--- src/rtl/ecc32_ram_writer.sv ---
// ALCT raw-hits buffer write path: accepts a block of 32-bit words, SEC-DED encodes
// each one and writes {parity, data} sequentially into a block-RAM port.

module ecc32_encoder (
  input  logic [31:0] data,
  output logic [6:0]  parity
);
  // Hamming(38,32) check bits over non-power-of-two positions, plus overall parity
  always_comb begin
    int unsigned j;
    parity = '0;
    j      = 0;
    for (int unsigned pos = 1; pos <= 38; pos++) begin
      if ((pos & (pos - 1)) != 0) begin
        for (int unsigned k = 0; k < 6; k++) begin
          if (((pos >> k) & 1) != 0) parity[3'(k)] = parity[3'(k)] ^ data[5'(j)];
        end
        j = j + 1;
      end
    end
    parity[6] = ^{data, parity[5:0]};
  end
endmodule

module ecc32_ram_writer #(
  parameter int unsigned ADR_WIDTH = 8
) (
  input  logic                 clock,
  input  logic                 reset_n,
  input  logic                 wr_start,
  input  logic                 wr_end,
  input  logic [31:0]          din,
  input  logic                 din_valid,
  output logic                 din_ready,
  input  logic                 inj_err,
  output logic                 ram_wen,
  output logic [ADR_WIDTH-1:0] ram_adr,
  output logic [38:0]          ram_wdata,
  output logic                 wr_busy,
  output logic                 wr_full,
  output logic [ADR_WIDTH:0]   wr_nwords,
  output logic                 wr_done
);
  localparam int unsigned NW = ADR_WIDTH + 1;
  localparam logic [ADR_WIDTH:0] DEPTH = {1'b1, {ADR_WIDTH{1'b0}}};

  typedef enum logic [1:0] {IDLE, WRITE, FLUSH, DONE} state_e;

  state_e                state_q, state_d;
  logic [ADR_WIDTH:0]    nwords_q, nwords_d;
  logic                  full_q, full_d;
  logic                  ready_q, ready_d;
  logic                  busy_q, busy_d;
  logic                  done_q, done_d;
  logic [ADR_WIDTH-1:0]  wadr_q, wadr_d;
  logic                  s1_valid_q, s1_valid_d;
  logic [31:0]           s1_data_q, s1_data_d;
  logic                  s1_inj_q, s1_inj_d;
  logic                  wen_q, wen_d;
  logic [ADR_WIDTH-1:0]  adr_q, adr_d;
  logic [38:0]           wdata_q, wdata_d;
  logic [6:0]            s1_parity;
  logic                  accept;

  ecc32_encoder u_enc (
    .data   (s1_data_q),
    .parity (s1_parity)
  );

  assign accept = din_valid & ready_q;

  always_comb begin
    state_d    = state_q;
    nwords_d   = nwords_q;
    full_d     = full_q;
    wadr_d     = wadr_q;
    adr_d      = adr_q;
    wdata_d    = wdata_q;
    s1_valid_d = accept;
    s1_data_d  = accept ? din : s1_data_q;
    s1_inj_d   = accept & inj_err;
    wen_d      = s1_valid_q;

    // Stage 2: parity from true data, injected error only on the stored copy
    if (s1_valid_q) begin
      adr_d   = wadr_q;
      wdata_d = {s1_parity, s1_data_q ^ {31'b0, s1_inj_q}};
      wadr_d  = wadr_q + ADR_WIDTH'(1);
    end

    case (state_q)
      IDLE: begin
        if (wr_start) begin
          state_d  = WRITE;
          nwords_d = '0;
          full_d   = 1'b0;
          wadr_d   = '0;
        end
      end
      WRITE: begin
        if (accept) begin
          nwords_d = nwords_q + NW'(1);
          if (nwords_d == DEPTH) begin
            full_d  = 1'b1;
            state_d = FLUSH;
          end
        end
        if (wr_end) state_d = FLUSH;
      end
      // Stage 2 still writes on the edge that leaves FLUSH
      FLUSH: if (!s1_valid_q) state_d = DONE;
      DONE:  state_d = IDLE;
      default: state_d = IDLE;
    endcase

    ready_d = (state_d == WRITE) && (nwords_d < DEPTH);
    busy_d  = (state_d != IDLE);
    done_d  = (state_d == DONE);
  end

  always_ff @(posedge clock) begin
    if (!reset_n) begin
      state_q    <= IDLE;
      nwords_q   <= '0;
      full_q     <= 1'b0;
      ready_q    <= 1'b0;
      busy_q     <= 1'b0;
      done_q     <= 1'b0;
      wadr_q     <= '0;
      s1_valid_q <= 1'b0;
      s1_data_q  <= '0;
      s1_inj_q   <= 1'b0;
      wen_q      <= 1'b0;
      adr_q      <= '0;
      wdata_q    <= '0;
    end else begin
      state_q    <= state_d;
      nwords_q   <= nwords_d;
      full_q     <= full_d;
      ready_q    <= ready_d;
      busy_q     <= busy_d;
      done_q     <= done_d;
      wadr_q     <= wadr_d;
      s1_valid_q <= s1_valid_d;
      s1_data_q  <= s1_data_d;
      s1_inj_q   <= s1_inj_d;
      wen_q      <= wen_d;
      adr_q      <= adr_d;
      wdata_q    <= wdata_d;
    end
  end

  assign din_ready = ready_q;
  assign ram_wen   = wen_q;
  assign ram_adr   = adr_q;
  assign ram_wdata = wdata_q;
  assign wr_busy   = busy_q;
  assign wr_full   = full_q;
  assign wr_nwords = nwords_q;
  assign wr_done   = done_q;

endmodule

--- config.mk ---
export PLATFORM = sky130hd
export DESIGN_NAME = ecc32_ram_writer
export DESIGN_NICKNAME = d
export VERILOG_FILES = /design/src/rtl/ecc32_ram_writer.sv
export SDC_FILE = /design/constraint.sdc
export NUM_CORES = 1
export LEC_CHECK = 0
export CELL_PAD_IN_SITES_DETAIL_PLACEMENT = 1
export CELL_PAD_IN_SITES_GLOBAL_PLACEMENT = 2
export CORE_ASPECT_RATIO = 1.1
export CORE_MARGIN = 8
export CORE_UTILIZATION = 32
export CTS_BUF_LIST = sky130_fd_sc_hd__clkbuf_4
export DETAILED_ROUTE_END_ITERATION = 16
export PLACE_DENSITY = 0.85
export SYNTH_ARGS = -nofsm -noshare
export SYNTH_HDL_FRONTEND = slang
export SYNTH_SLANG_ARGS = --single-unit
export TNS_END_PERCENT = 50
--- constraint.sdc ---
create_clock -name clock -period 3 [get_ports clock]
set_input_delay 0.9 -clock clock [delete_from_list [all_inputs] [get_ports clock]]
set_output_delay 0.9 -clock clock [all_outputs]
set_load 0.01 [all_outputs]
Yosys cells after proc, flatten, opt, wreduce, memory -nomap -nowiden
Index checks and enable logic that the tools add are counted.

Bits in registers: 105. Bits in latches: 0. Bits in writable memories: 0. Bits in read-only memories: 0. Output and inout port bits: 61. Logic and storage cells: 134. Memories kept: 0.

$add $sub $neg: 2. Multiply operators: 0. Div/mod/pow operators: 0. Magnitude comparators: 1. Equal/unequal tests: 9. Shift-type cells: 0. Multiplexer cells: 16. Bitwise logic cells: 87. Reductions and logical operators: 6.

Operators with widths (number): 1-bit bitwise XOR (84); 38-bit XOR reduction (1); 32-bit by 1-bit bitwise XOR with 32-bit output (1); 8-bit two-way mux (3); 9-bit two-way mux (2); 9-bit one-hot mux with 2 select lines (1); 2-bit two-way mux (5); 9-bit by 1-bit adder with 9-bit output, second input constant (1); 9-bit equality test, second input constant (1); 9-bit < comparator, second input constant (1); 8-bit by 1-bit adder with 8-bit output, second input constant (1); 2-bit one-hot mux with 4 select lines (1); 2-bit equality test, second input constant (3); 2-bit != test, second input constant (3); 2-bit by 1-bit equality test with 1-bit output, second input constant (2); 4-bit AND reduction (1); 2-bit nonzero test (2); 1-bit two-way mux (3); 1-bit AND (2); 2-bit zero test (1); 1-bit one-hot mux with 2 select lines (1); 1-bit logical AND (1).

Logic depth before layout (Yosys ltp)
Gate-level depths: netlist of the first run.

Word-level depth: 18. Mapped depth: 7.

Hierarchy
Synthesis of the first run repeated with hierarchy kept, for this count alone.

Cell total of the unflattened synthesis: 495. Area total of the unflattened synthesis: 4888.4 µm².

By module, submodules not included: ecc32_ram_writer (instances 1, cells an instance 439, area each 4205.3 µm²); ecc32_encoder (instances 1, cells an instance 56, area each 683.2 µm²).

Worst setup path before layout of the first run
No wires, ideal clock.

Path kind: register to register. Start point: register s1_data_q[0]. End point: register wdata_q[38], in the netlist ram_wdata[38]. Setup time: 115 ps. Data arrival time: 2125 ps. Path slack: 760 ps. Cell stages (with the launch flop): 7. Path buffers: 0. Path through: dfxtp_1 -> xnor3_1 -> xnor3_2 -> xnor3_1 -> xnor2_2 -> xnor3_1 -> o21ba_1.

Cells in the longest elaborated chain, start to end: 18. Elaborated cells between the ends (all ways): 35. Classes of those cells: bitwise (34); reduce/logical (1).

Ends and longest elaborated chain: start, declared (RTL line 57) `logic [31:0] s1_data_q, s1_data_d;`; start signal, assigned (RTL line 145) `s1_data_q <= s1_data_d;`; 1-bit bitwise XOR (17 in a row) (RTL line 16) `if (((pos >> k) & 1) != 0) parity[3'(k)] = parity[3'(k)] ^ data[5'(j)];`; 38-bit XOR reduction (*) (RTL line 21) `parity[6] = ^{data, parity[5:0]};`; end signal, assigned (RTL line 149) `wdata_q <= wdata_d;`; end, declared (RTL line 61) `logic [38:0] wdata_q, wdata_d;`.

Mark *: on every way between the ends. The rest lies on a longest branch, timed or not. A chain may end at the register's enable or synchronous reset.

Worst setup path after layout of the first run
Ends and elaborated chain as after synthesis.

==> results.tsv, run 1 <==
stage	metric	value	unit
run_status	outcome	complete, no violations	
yosys	Yosys top cell by area	dfxtp_1	
flow_run	Max Cap Viol	0	
route	drt total wl	12700	um
pwr	LEAKAGE	2.00	nW
die	Site Rows	46	
clock_network	Bufs on Longest Clock Path	2	
timing	Setup Viol. Count Final	0	
clock_network	# Post-CTS Setup Buffers	0	
timing	Final Hold Vio Count	0	
critical_path	Critical Path Stages	6	
layout	fraction of layout cells with a size suffix above 1	4.25	%
layout	final instance area	6010	um^2
timing	Total Neg Setup Slack	0	ps
yosys	top post-synthesis cells by area	dfxtp_1 45%, mux2i_1 9.4%, xnor2_1 8.6%	
clock_network	Inserted Clock Buffers	9	
clock_network	CTS resizes	0	
yosys	Synth top area share	44.8	%
yosys	Most used DFF post-synth	dfxtp_1	
route	starting DRC count in detailed routing	171	
layout	most frequent cells in the layout	104 x dfxtp_1, 97 x clkdlybuf4s50_1, 87 x nand2_1	
die	Ports	99	
critical_path	reg-to-reg setup timing slack	520	ps
clock_network	CTS tree	done	
clock_network	CTS sink cnt	105	
route	drt wl/cell	16.2	um
critical_path	Critical Path Fanout Max	4	
timing	RSZ-0062 raised after global routing	false	
yosys	Synth Instances	492	
global_route	gr usage total	13.7	%
clock_network	clock latency on the worst-skew pair	470	ps
timing	Worst Tran Pin Value	719	ps
route	# DRC	0	
critical_path	Cell Chain, Critical Path	xnor3_1 > xnor3_2 > xnor3_1 > xnor2_2 > xnor3_1 > o21ba_1	
timing	Rel. slew slack	51.8	%
yosys	ys async rst share	0	%
timing	Hold Worst Slack	457	ps
layout	final net count	623	
die	Die Area	18800	um^2
yosys	Yosys reg bits	105	
placed_design	GPL Wtd Cong	0.781	
layout	Layout area overhead	28.1	%
clock_network	root buf cell	clkbuf_4	
yosys	syn_nets	532	
critical_path	worst endpoint required time	3380	ps
placed_design	Post-DP HPWL	9430	um
critical_path	Slowest cell on crit path	xnor3_1	
global_route	total global routing overflow	0	
critical_path	Crit. End Element	flop	
critical_path	CP top delay family	XOR/XNOR gates	
critical_path	Worst setup endpoint	ram_wdata[38]	
global_route	first-pass GRT wire length	20700	um
die	Die W	131	um
timing	skew final	16.8	ps
pwr	worst vdd ir	0.203	mV
yosys	syn_area_per_cell	9.54	um^2
timing	crit path time final	2480	ps
die	Core Area	14400	um^2
critical_path	delay of the slowest cell on the worst path	480	ps
route	detailed-router iteration count before antenna repair	4	
global_route	largest net degree at the start of global routing	49	
die	Die Y	143	um
layout	most common cell after layout, fill and taps aside	dfxtp_1	
clock_network	Post-CTS Hold Fix Bufs	0	
timing	Max Slew Vio Count	0	
critical_path	CP bufs+invs	0	
route	DR vias/cell	4.65	
critical_path	worst r2r dst	ram_wdata[38]	
critical_path	Worst setup SP type	flop	
pwr	total design power	2.67	mW
route	DR vias	3637	
yosys	Yosys warning count	0	
critical_path	reg2reg path depth	6	
timing	highest clock rate	0.402	GHz
critical_path	Worst EP arrival	2870	ps
hold_path	hold crit path type	flop to flop	
yosys	Synth cell types	38	
pwr	pwr dens	444	nW/um^2
critical_path	Critical Path Start	s1_data_q[0]	
critical_path	worst r2r src	s1_data_q[0]	
global_route	vias in the first global route	3925	
clock_network	Clock Pin Slew Worst Setup and Hold Paths	160	ps
route	Antenna Nets Post-Route	0	
yosys	Seq/Total Area, Yosys	44.8	%
global_route	initial antenna violation count	1	
placed_design	number of port buffers	98	
die	Initial Utilization	32.6	%
yosys	Post-Syn Area	4690	um^2
placed_design	Cell Area, Placed	5870	um^2
timing	period utilization	82.8	%
critical_path	kind of critical path	flop to flop	
yosys	Post-synth EDFFs	0	
critical_path	crit-path most repeated cell	xnor3_1	
clock_network	H-tree depth	3	
## tightest hold or removal path, stage by stage (launching register included)
cell     delay (ps)
dfxtp_1         340
inv_1            50
a21oi_1          50
## flip-flops by register name, indices dropped and copies added (netlist names)
register / cells
state_q: 2
ram_wdata: 39
wr_nwords: 9
s1_valid_q: 1
wr_done: 1
din_ready: 1
wr_busy: 1
wr_full: 1
s1_data_q: 32
ram_wen: 1
wadr_q: 8
ram_adr: 8
s1_inj_q: 1
## worst min path at each step
stage / start / to / slack [ps] / cells after the start
floorplan: wadr_q[7] / wadr_q[7] / 460 / 2
global placement: wr_full / wr_full / 450 / 2
detailed placement: wr_full / wr_full / 440 / 2
CTS: wr_full / wr_full / 460 / 2
global route: wr_full / wr_full / 490 / 2
finish: wr_full / wr_full / 460 / 2
## kinds of logic after synthesis
logic type | Yosys count | synth area share (%)
xor+xnor | 64 | 14.2
flops | 105 | 44.8
compound gates | 67 | 10.2
mux | 44 | 9.38
fa+ha+maj | 2 | 0.533
buf+inv | 29 | 2.32
simple gates | 181 | 18.6
## power breakdown
group          switching [mW]  total [mW]  internal, mW
sequential             0.0361        1.46          1.43
clock                   0.474       0.725         0.251
combinational           0.209       0.484         0.274
## layout make-up
class / count / area [um^2]
clock buffer: 9 / 67.6
clock inverter: 7 / 68.8
multi-input combinational: 358 / 2480
timing repair buffer: 105 / 1030
antenna: 2 / 5.00
fill: 1660 / 8380
tap: 192 / 240
inverter: 4 / 15.0
sequential: 105 / 2110
## synth_stat cells, types with 7 or more instances
library cell,instances
dfxtp_1,105
nand2_1,87
xnor2_1,46
nor2b_1,45
mux2i_1,44
a21boi_0,39
clkbuf_1,20
nor2_1,16
xor2_1,10
a21oi_1,7
o21ai_0,7
## layer usage
layer  global-route usage (%)  share of wire (%)  routed length (um)
met1                     16.1                 45                5650
met2                     23.7                 49                6170
met3                     3.51                4.8                 612
met4                     5.44                1.7                 215
met5                        0                  0                   0
## stage by stage
step / utilization [%] / instances / worst slack, ps
2_1_floorplan: - / 492 / 760
3_3_place_gp: 40.8 / 764 / 331
3_5_place_dp: 40.8 / 764 / 195
4_1_cts: 41.8 / 780 / 469
5_1_grt: 41.8 / 782 / 402
6_report: 41.8 / 782 / 515
Power figures use the tool's default switching activity.
==> run 2: changes to the inputs <==
--- a/config.mk
+++ b/config.mk
@@ -9,10 +9,10 @@
 export CELL_PAD_IN_SITES_GLOBAL_PLACEMENT = 2
 export CORE_ASPECT_RATIO = 1.1
 export CORE_MARGIN = 8
-export CORE_UTILIZATION = 32
+export CORE_UTILIZATION = 29
 export CTS_BUF_LIST = sky130_fd_sc_hd__clkbuf_4
 export DETAILED_ROUTE_END_ITERATION = 16
-export PLACE_DENSITY = 0.85
+export PLACE_DENSITY = 0.82
 export SYNTH_ARGS = -nofsm -noshare
 export SYNTH_HDL_FRONTEND = slang
 export SYNTH_SLANG_ARGS = --single-unit
==> constraint.sdc (replaced) <==
create_clock -name clock -period 2 [get_ports clock]
set_input_delay 0.6 -clock clock [delete_from_list [all_inputs] [get_ports clock]]
set_output_delay 0.6 -clock clock [all_outputs]
set_load 0.01 [all_outputs]
==> run 2 against run 1 <==
Compared with the run above: the run now ends with setup timing left; sequential share of layout area decreased by 2.0 points; critical endpoint unchanged; utilization down 0.60 points; setup slack lost 580 ps; critical path type unchanged; cell count grew 6.0%; die area increased by 9.1%; worst hold slack better by 17 ps.
==> results.tsv, run 2 (synthesized netlist as in run 1, its figures left out) <==
stage	metric	value	unit	change
timing	period utilization	103	%	was 82.8%
layout	most common cell after layout, fill and taps aside	dfxtp_1		unchanged
critical_path	Slowest cell on crit path	xnor3_2		was xnor3_1
run_status	violated checks	setup timing		
layout	max reg flops	39		unchanged
critical_path	Crit. End Element	flop		unchanged
route	drt total wl	13300	um	was 12700 um
layout	diodes inserted	0		was 2
pwr	worst vdd ir	0.306	mV	was 0.203 mV
critical_path	Critical Path Fanout Max	3		was 4
timing	Max Slew Vio Count	0		unchanged
clock_network	CTS tree	done		unchanged
timing	Rel. slew slack	73.2	%	was 51.8%
placed_design	Post-DP HPWL	9980	um	was 9430 um
die	Initial Utilization	29.7	%	was 32.6%
route	Antenna Nets Post-Route	0		unchanged
run_status	outcome	finished with violations		was complete, no violations
critical_path	reg-to-reg setup timing slack	-70	ps	was 520 ps
timing	Final Hold Vio Count	0		unchanged
clock_network	root buf cell	clkbuf_4		unchanged
timing	highest clock rate	0.484	GHz	was 0.402 GHz
timing	Hold Worst Slack	474	ps	was 457 ps
global_route	initial antenna violation count	0		was 1
placed_design	number of port buffers	98		unchanged
critical_path	delay of the slowest cell on the worst path	490	ps	was 480 ps
critical_path	CP bufs+invs	0		unchanged
clock_network	Bufs on Longest Clock Path	2		unchanged
critical_path	kind of critical path	flop to flop		unchanged
clock_network	CTS sink cnt	105		unchanged
layout	most frequent cells in the layout	88 x dfxtp_1, 87 x nand2_1, 56 x dlygate4sd2_1		was 104 x dfxtp_1, 97 x clkdlybuf4s50_1, 87 x nand2_1
pwr	LEAKAGE	2.63	nW	was 2.00 nW
route	detailed-router iteration count before antenna repair	4		unchanged
placed_design	GPL Wtd Cong	0.740		was 0.781
die	Die Y	149	um	was 143 um
clock_network	Inserted Clock Buffers	9		unchanged
die	Site Rows	48		was 46
timing	crit path time final	2070	ps	was 2480 ps
global_route	vias in the first global route	4274		was 3925
die	Core Area	15800	um^2	was 14400 um^2
route	drt wl/cell	16.1	um	was 16.2 um
route	DR vias/cell	4.63		was 4.65
die	Die Area	20500	um^2	was 18800 um^2
critical_path	Worst setup SP type	flop		unchanged
pwr	pwr dens	670	nW/um^2	was 444 nW/um^2
route	starting DRC count in detailed routing	111		was 171
layout	final net count	667		was 623
timing	RSZ-0062 raised after global routing	true		was false
layout	fraction of layout cells with a size suffix above 1	16.2	%	was 4.25%
hold_path	hold crit path type	flop to flop		unchanged
critical_path	Worst EP arrival	2440	ps	was 2870 ps
timing	worst setup margin	-67.1	ps	was 515 ps
timing	skew final	23.8	ps	was 16.8 ps
route	# DRC	0		unchanged
clock_network	clock latency on the worst-skew pair	460	ps	was 470 ps
clock_network	H-tree depth	3		unchanged
route	DR vias	3835		was 3637
clock_network	Clock Pin Slew Worst Setup and Hold Paths	160	ps	about the same
timing	Total Neg Setup Slack	-67.1	ps	was 0 ps
critical_path	CP top delay family	XOR/XNOR gates		unchanged
layout	Layout area overhead	38.6	%	was 28.1%
timing	Setup Viol. Count Final	1		was 0
die	Ports	99		unchanged
global_route	first-pass GRT wire length	21600	um	was 20700 um
critical_path	Cell Chain, Critical Path	xnor2_2 > xnor3_2 > xnor2_2 > xor2_1 > xnor3_1 > o21ba_1		was xnor3_1 > xnor3_2 > xnor3_1 > xnor2_2 > xnor3_1 > o21ba_1
global_route	gr usage total	13.3	%	was 13.7%
flow_run	Max Cap Viol	0		unchanged
critical_path	worst endpoint required time	2370	ps	was 3380 ps
critical_path	crit-path most repeated cell	xnor2_2		was xnor3_1
global_route	total global routing overflow	0		unchanged
timing	Worst Tran Pin Value	401	ps	was 719 ps
die	Die W	137	um	was 131 um
global_route	largest net degree at the start of global routing	42		was 49
run 2: changes by cell type in the layout (fill, tap and decap cells not counted), sizes merged:
cell	change
dlygate4sd2	+56
clkinvlp	-3
dlymetal6s2s	+3
inv	-1
clkinv	-1
bufinv	+2
clkdlybuf4s50	-59
diode	-2
buf	+44
run 2: routing by layer:
layer	wire [um]	vias to the layer above	global-route usage [%]
met2	6950	63	24.3
met1	5560	1861	14.4
met3	646	14	3.42
met5	0	-	0
li1	-	1897	-
met4	180	0	4.40
run 2: final cells by class:
type / count / area, um^2
clock buffer: 9 / 67.6
clock inverter: 4 / 95.1
fill: 1808 / 9290
inverter: 4 / 15.0
multi-input combinational: 358 / 2600
sequential: 105 / 2150
tap: 200 / 250
timing repair buffer: 149 / 1330
run 2: what timing repair did:
action                     in CTS  in global routing
setup buffers                   1                  0
hold buffers                    0                  0
gates resized for setup        83                 16
pin swaps                       6                  2
setup endpoints to repair      58                  9
run 2: worst paths after layout:
check / from / end / cells past startpoint
setup / recovery: s1_data_q[25] / ram_wdata[38] / 6
hold / removal: wr_full / wr_full / 2
setup reg to reg: s1_data_q[25] / ram_wdata[38] / 6
hold reg to reg: wr_full / wr_full / 2
run 2: report_power, final:
part	switching [mW]	total, mW	internal, mW
combinational	0.357	0.894	0.537
clock	0.675	1.29	0.612
sequential	0.0470	2.18	2.13
run 2: worst register-to-register path: stages (launching register included):
cell and delay (ps):
dfxtp_4 390, xnor2_2 150, xnor3_2 490, xnor2_2 180
xor2_1 160, xnor3_1 410, o21ba_1 180
run 2: metrics by stage:
stage               worst slack, ps  total power [mW]  instance area, um^2  util [%]  instances
floorplan                      16.1              2.75                 4700         -        492
global placement               -156              3.08                 6250      39.6        815
detailed placement             -279              3.10                 6250      39.6        815
CTS                            -103              4.41                 6440      40.8        829
global route                   -169              4.58                 6510      41.2        829
finish                        -67.1              4.36                 6510      41.2        829
==> edit 1: new RTL, settings of run 1 <==
The parameter `ADR_WIDTH` goes from 8 to 12.
--- a/src/rtl/ecc32_ram_writer.sv
+++ b/src/rtl/ecc32_ram_writer.sv
@@ -23,7 +23,7 @@
 endmodule
 
 module ecc32_ram_writer #(
-  parameter int unsigned ADR_WIDTH = 8
+  parameter int unsigned ADR_WIDTH = 12
 ) (
   input  logic                 clock,
   input  logic                 reset_n,
Interface: changed (resized ram_adr and wr_nwords); port bits go from 99 to 107. The function was not compared with the original's and may differ.
==> edit 1 against run 1 <==
  * Worst setup slack lost 0.092 ns
  * Non-clock buffer count grew 11
  * Area after synthesis grew 9.3%
  * Power grew 27%
  * Sequential cell count grew 12
  * Routed wire length grew 17%
  * Largest cell class unchanged
  * Design area grew 11%
  * Via count grew 19%
  * Sequential power grew 12%
  * Die area grew 8.1%
  * Highest routed layer unchanged
  * Clock skew shrank 0.00059 ns
==> edit 1: results (changes against run 1) <==
[status]
outcome = completed

[final_layout]
buffers_excl_clock = 116  ; +10%
antenna_cells = 0  ; -2
nFillCells = 1809  ; +9.0%
clock_buffers = 18  ; +9
nets = 713  ; +14%
clkCellAreaFrac_pct = 4.48  ; +2.2 points
nMultiInputCombCells = 419  ; +17%

[sta]
whs_ns = 0.487  ; +0.0292 ns
max_slew_margin_pct = 60.3  ; +8.6 points

[global_routing]
grt_usage_pct = 15.1  ; +1.4 points
use_met1_pct = 17.3  ; +1.2 points
grt_use_met2_pct = 25.9  ; +2.3 points
antenna_found_initial = 0  ; -1
use_met3_pct = 4.35  ; +0.83 points
first_global_vias = 4697  ; +20%

[pwr]
seq_power_share_pct = 48.0  ; -6.8 points
switching_share_pct = 25.5  ; -1.4 points

[floorplan]
nWellTaps = 200  ; +4.2%

[logic_synthesis]
synth_cells = 571  ; +16%
synthTopCellsByArea = dfxtp_1, mux2i_1, xnor2_1
synth_commonest_cells = dfxtp_1, nand2_1, nor2_1, a21oi_1, mux2i_1
synthDistinctLibCells = 46  ; +21%

[worst_setup_path]
critPathMaxStageDelay_ns = 0.61  ; +0.13 ns
cp.arrival_ns = 1.68  ; -1.19 ns

[min_path]
hold-path-cell-count = 1  ; -1

[routing]
wl_met3_um = 741  ; +21%
drt-vias-per-instance = 4.89  ; +5.2%
num_vias = 4333  ; +19%

[place]
globalplace.congestion = 0.816  ; +4.5%
post-place-ws_ns = 0.404  ; +0.210 ns

[clocking]
clk_latency_ns = 0.52  ; +0.05 ns

-- edit 1: cell families after synthesis --
group                    Yosys count  share of synthesized area (%)
AO/OA/AOI/OAI                     83                           9.20
XOR/XNOR                          73                           14.6
adder cells (fa/ha/maj)            2                          0.488
buffers and inverters             35                           2.90
flip-flops                       117                           45.7
multiplexers                      47                           9.18
AND/OR/NAND/NOR                  214                           17.9
-- edit 1: worst max-delay path by stage --
stage	slack, ns	to	depth (start not counted)	startpoint
floorplan	0.85	wr_nwords[5]$_SDFFE_PN0P_	7	din_valid
global placement	0.43	wr_nwords[8]$_SDFFE_PN0P_	5	din_valid
detailed placement	0.40	wr_nwords[6]$_SDFFE_PN0P_	7	din_valid
CTS	0.37	wr_nwords[9]	1	wr_nwords[9]$_SDFFE_PN0P_
global route	0.28	wr_nwords[5]	1	wr_nwords[5]$_SDFFE_PN0P_
finish	0.42	wr_nwords[4]	1	wr_nwords[4]$_SDFFE_PN0P_
==> edit 2: new RTL, flow settings as in run 1 <==
Without the edit above. Take the reset off `s1_data_q` and load it in a clocked block of its own.
--- a/src/rtl/ecc32_ram_writer.sv
+++ b/src/rtl/ecc32_ram_writer.sv
@@ -128,7 +128,6 @@
       done_q     <= 1'b0;
       wadr_q     <= '0;
       s1_valid_q <= 1'b0;
-      s1_data_q  <= '0;
       s1_inj_q   <= 1'b0;
       wen_q      <= 1'b0;
       adr_q      <= '0;
@@ -142,12 +141,15 @@
       done_q     <= done_d;
       wadr_q     <= wadr_d;
       s1_valid_q <= s1_valid_d;
-      s1_data_q  <= s1_data_d;
       s1_inj_q   <= s1_inj_d;
       wen_q      <= wen_d;
       adr_q      <= adr_d;
       wdata_q    <= wdata_d;
     end
+  end
+
+  always_ff @(posedge clock) begin
+    s1_data_q <= s1_data_d;
   end
 
   assign din_ready = ready_q;
Function: same outputs for any inputs over 4 cycles, from zero or initial values and one cycle with reset_n low; that may be too few to reach the edited logic, so the function may still have changed.
==> edit 2 against run 1 <==
  * Routed wire length down 14%
  * Area after synthesis down 7.1%
  * Worst setup slack better by 0.075 ns
  * Sequential power up 5%
  * Power down 0.60%
  * Count of clock-buffer cells in the layout up 4
  * Core utilization up 0.99 points
  * Design area down 5.6%
  * Sequential cell count unchanged
==> edit 2: results (changes against run 1) <==
[status]
outcome = completed

[final_layout]
drive_gt1_share_pct = 6.03  ; +1.8 points
nFillCells = 1440  ; -13%
nets = 516  ; -17%

[pwr]
comb_power_share_pct = 16.9  ; -1.2 points
p_clk_share_pct = 24.9  ; -2.2 points
switching_share_pct = 25.6  ; -1.4 points
irDropWorstVdd_uv = 209  ; +2.8%

[global_routing]
grt_max_degree = 60  ; +22%
use_met3_pct = 3.35  ; -0.17 points
use_met1_pct = 14.8  ; -1.3 points
grt_use_met2_pct = 21.4  ; -2.3 points
first_global_vias = 3307  ; -16%
grt_pass1_wl_um = 17600  ; -15%

[routing]
post_drt_wl_per_cell_um = 16.3  ; +1.0%
drt_iter0_markers = 150  ; -12%
dr_wl_met2_um = 5340  ; -13%
num_vias = 3045  ; -16%

[logic_synthesis]
yosysSeqAreaShare_pct = 55.5  ; +11 points
synth-edff-count = 32  ; +32
synthTopCellsByArea = dfxtp_1, edfxtp_1, mux2i_1

[sta]
worst_pin_slew_ns = 0.705  ; -0.0139 ns
finClkSkew_ns = 0.0156  ; -0.00120 ns

[worst_setup_path]
crit_slowest_cell = clkdlybuf4s50_1
critPathMaxStageDelay_ns = 0.59  ; +0.11 ns
cp_top_family = buffers and inverters

[place]
dp_hpwl_um = 7890  ; -16%
globalplace.congestion = 0.743  ; -4.9%

[floorplan]
die_area_mm2 = 0.0176  ; -6.3%

==> edit 2: cells by family after synthesis <==
| group | share of synthesized area (%) |
|---|---|
| muxes | 10.4 |
| AOI/OAI and AO/OA | 5.08 |
| buffers and inverters | 1.72 |
| adders and majority gates | 0.574 |
| xor gates and xnor gates | 16.1 |
| DFF | 55.5 |
| and+or+nand+nor | 10.6 |
==> edit 2: area by class of cell <==
| type | count | share of cell area (%) |
|---|---|---|
| sequential | 105 | 42.7 |
| multi-input combinational | 254 | 32.8 |
| timing repair buffer | 101 | 17.9 |
| tap | 184 | 4.06 |
| clock buffer | 13 | 1.72 |
| clock inverter | 3 | 0.353 |
| inverter | 5 | 0.331 |
| antenna | 1 | 0.0441 |
==> edit 2: metrics by stage <==
stage	cells	hold WS, ns	utilization (%)	power [mW]	setup WS (ns)
2_1_floorplan	379	0.458	-	1.88	0.361
3_3_place_gp	649	0.464	41.9	2.02	0.300
3_5_place_dp	649	0.466	41.9	2.03	0.188
4_1_cts	665	0.487	42.8	2.70	0.543
5_1_grt	666	0.518	42.8	2.79	0.470
6_report	666	0.484	42.8	2.66	0.591
==> edit 2: path summary, 6_finish.rpt <==
| path | from | endpoint | slack, ns | cells after the start |
|---|---|---|---|---|
| max | wr_nwords[8]$_SDFF_PN0_ | wr_nwords[8] | 0.59 | 1 |
| min | wr_full$_SDFFE_PN0P_ | wr_full$_SDFFE_PN0P_ | 0.48 | 2 |
| max reg2reg | s1_data_q[24]$_DFFE_PP_ | ram_wdata[38]$_SDFFE_PN0P_ | 0.62 | 6 |
| min reg2reg | wr_full$_SDFFE_PN0P_ | wr_full$_SDFFE_PN0P_ | 0.48 | 2 |
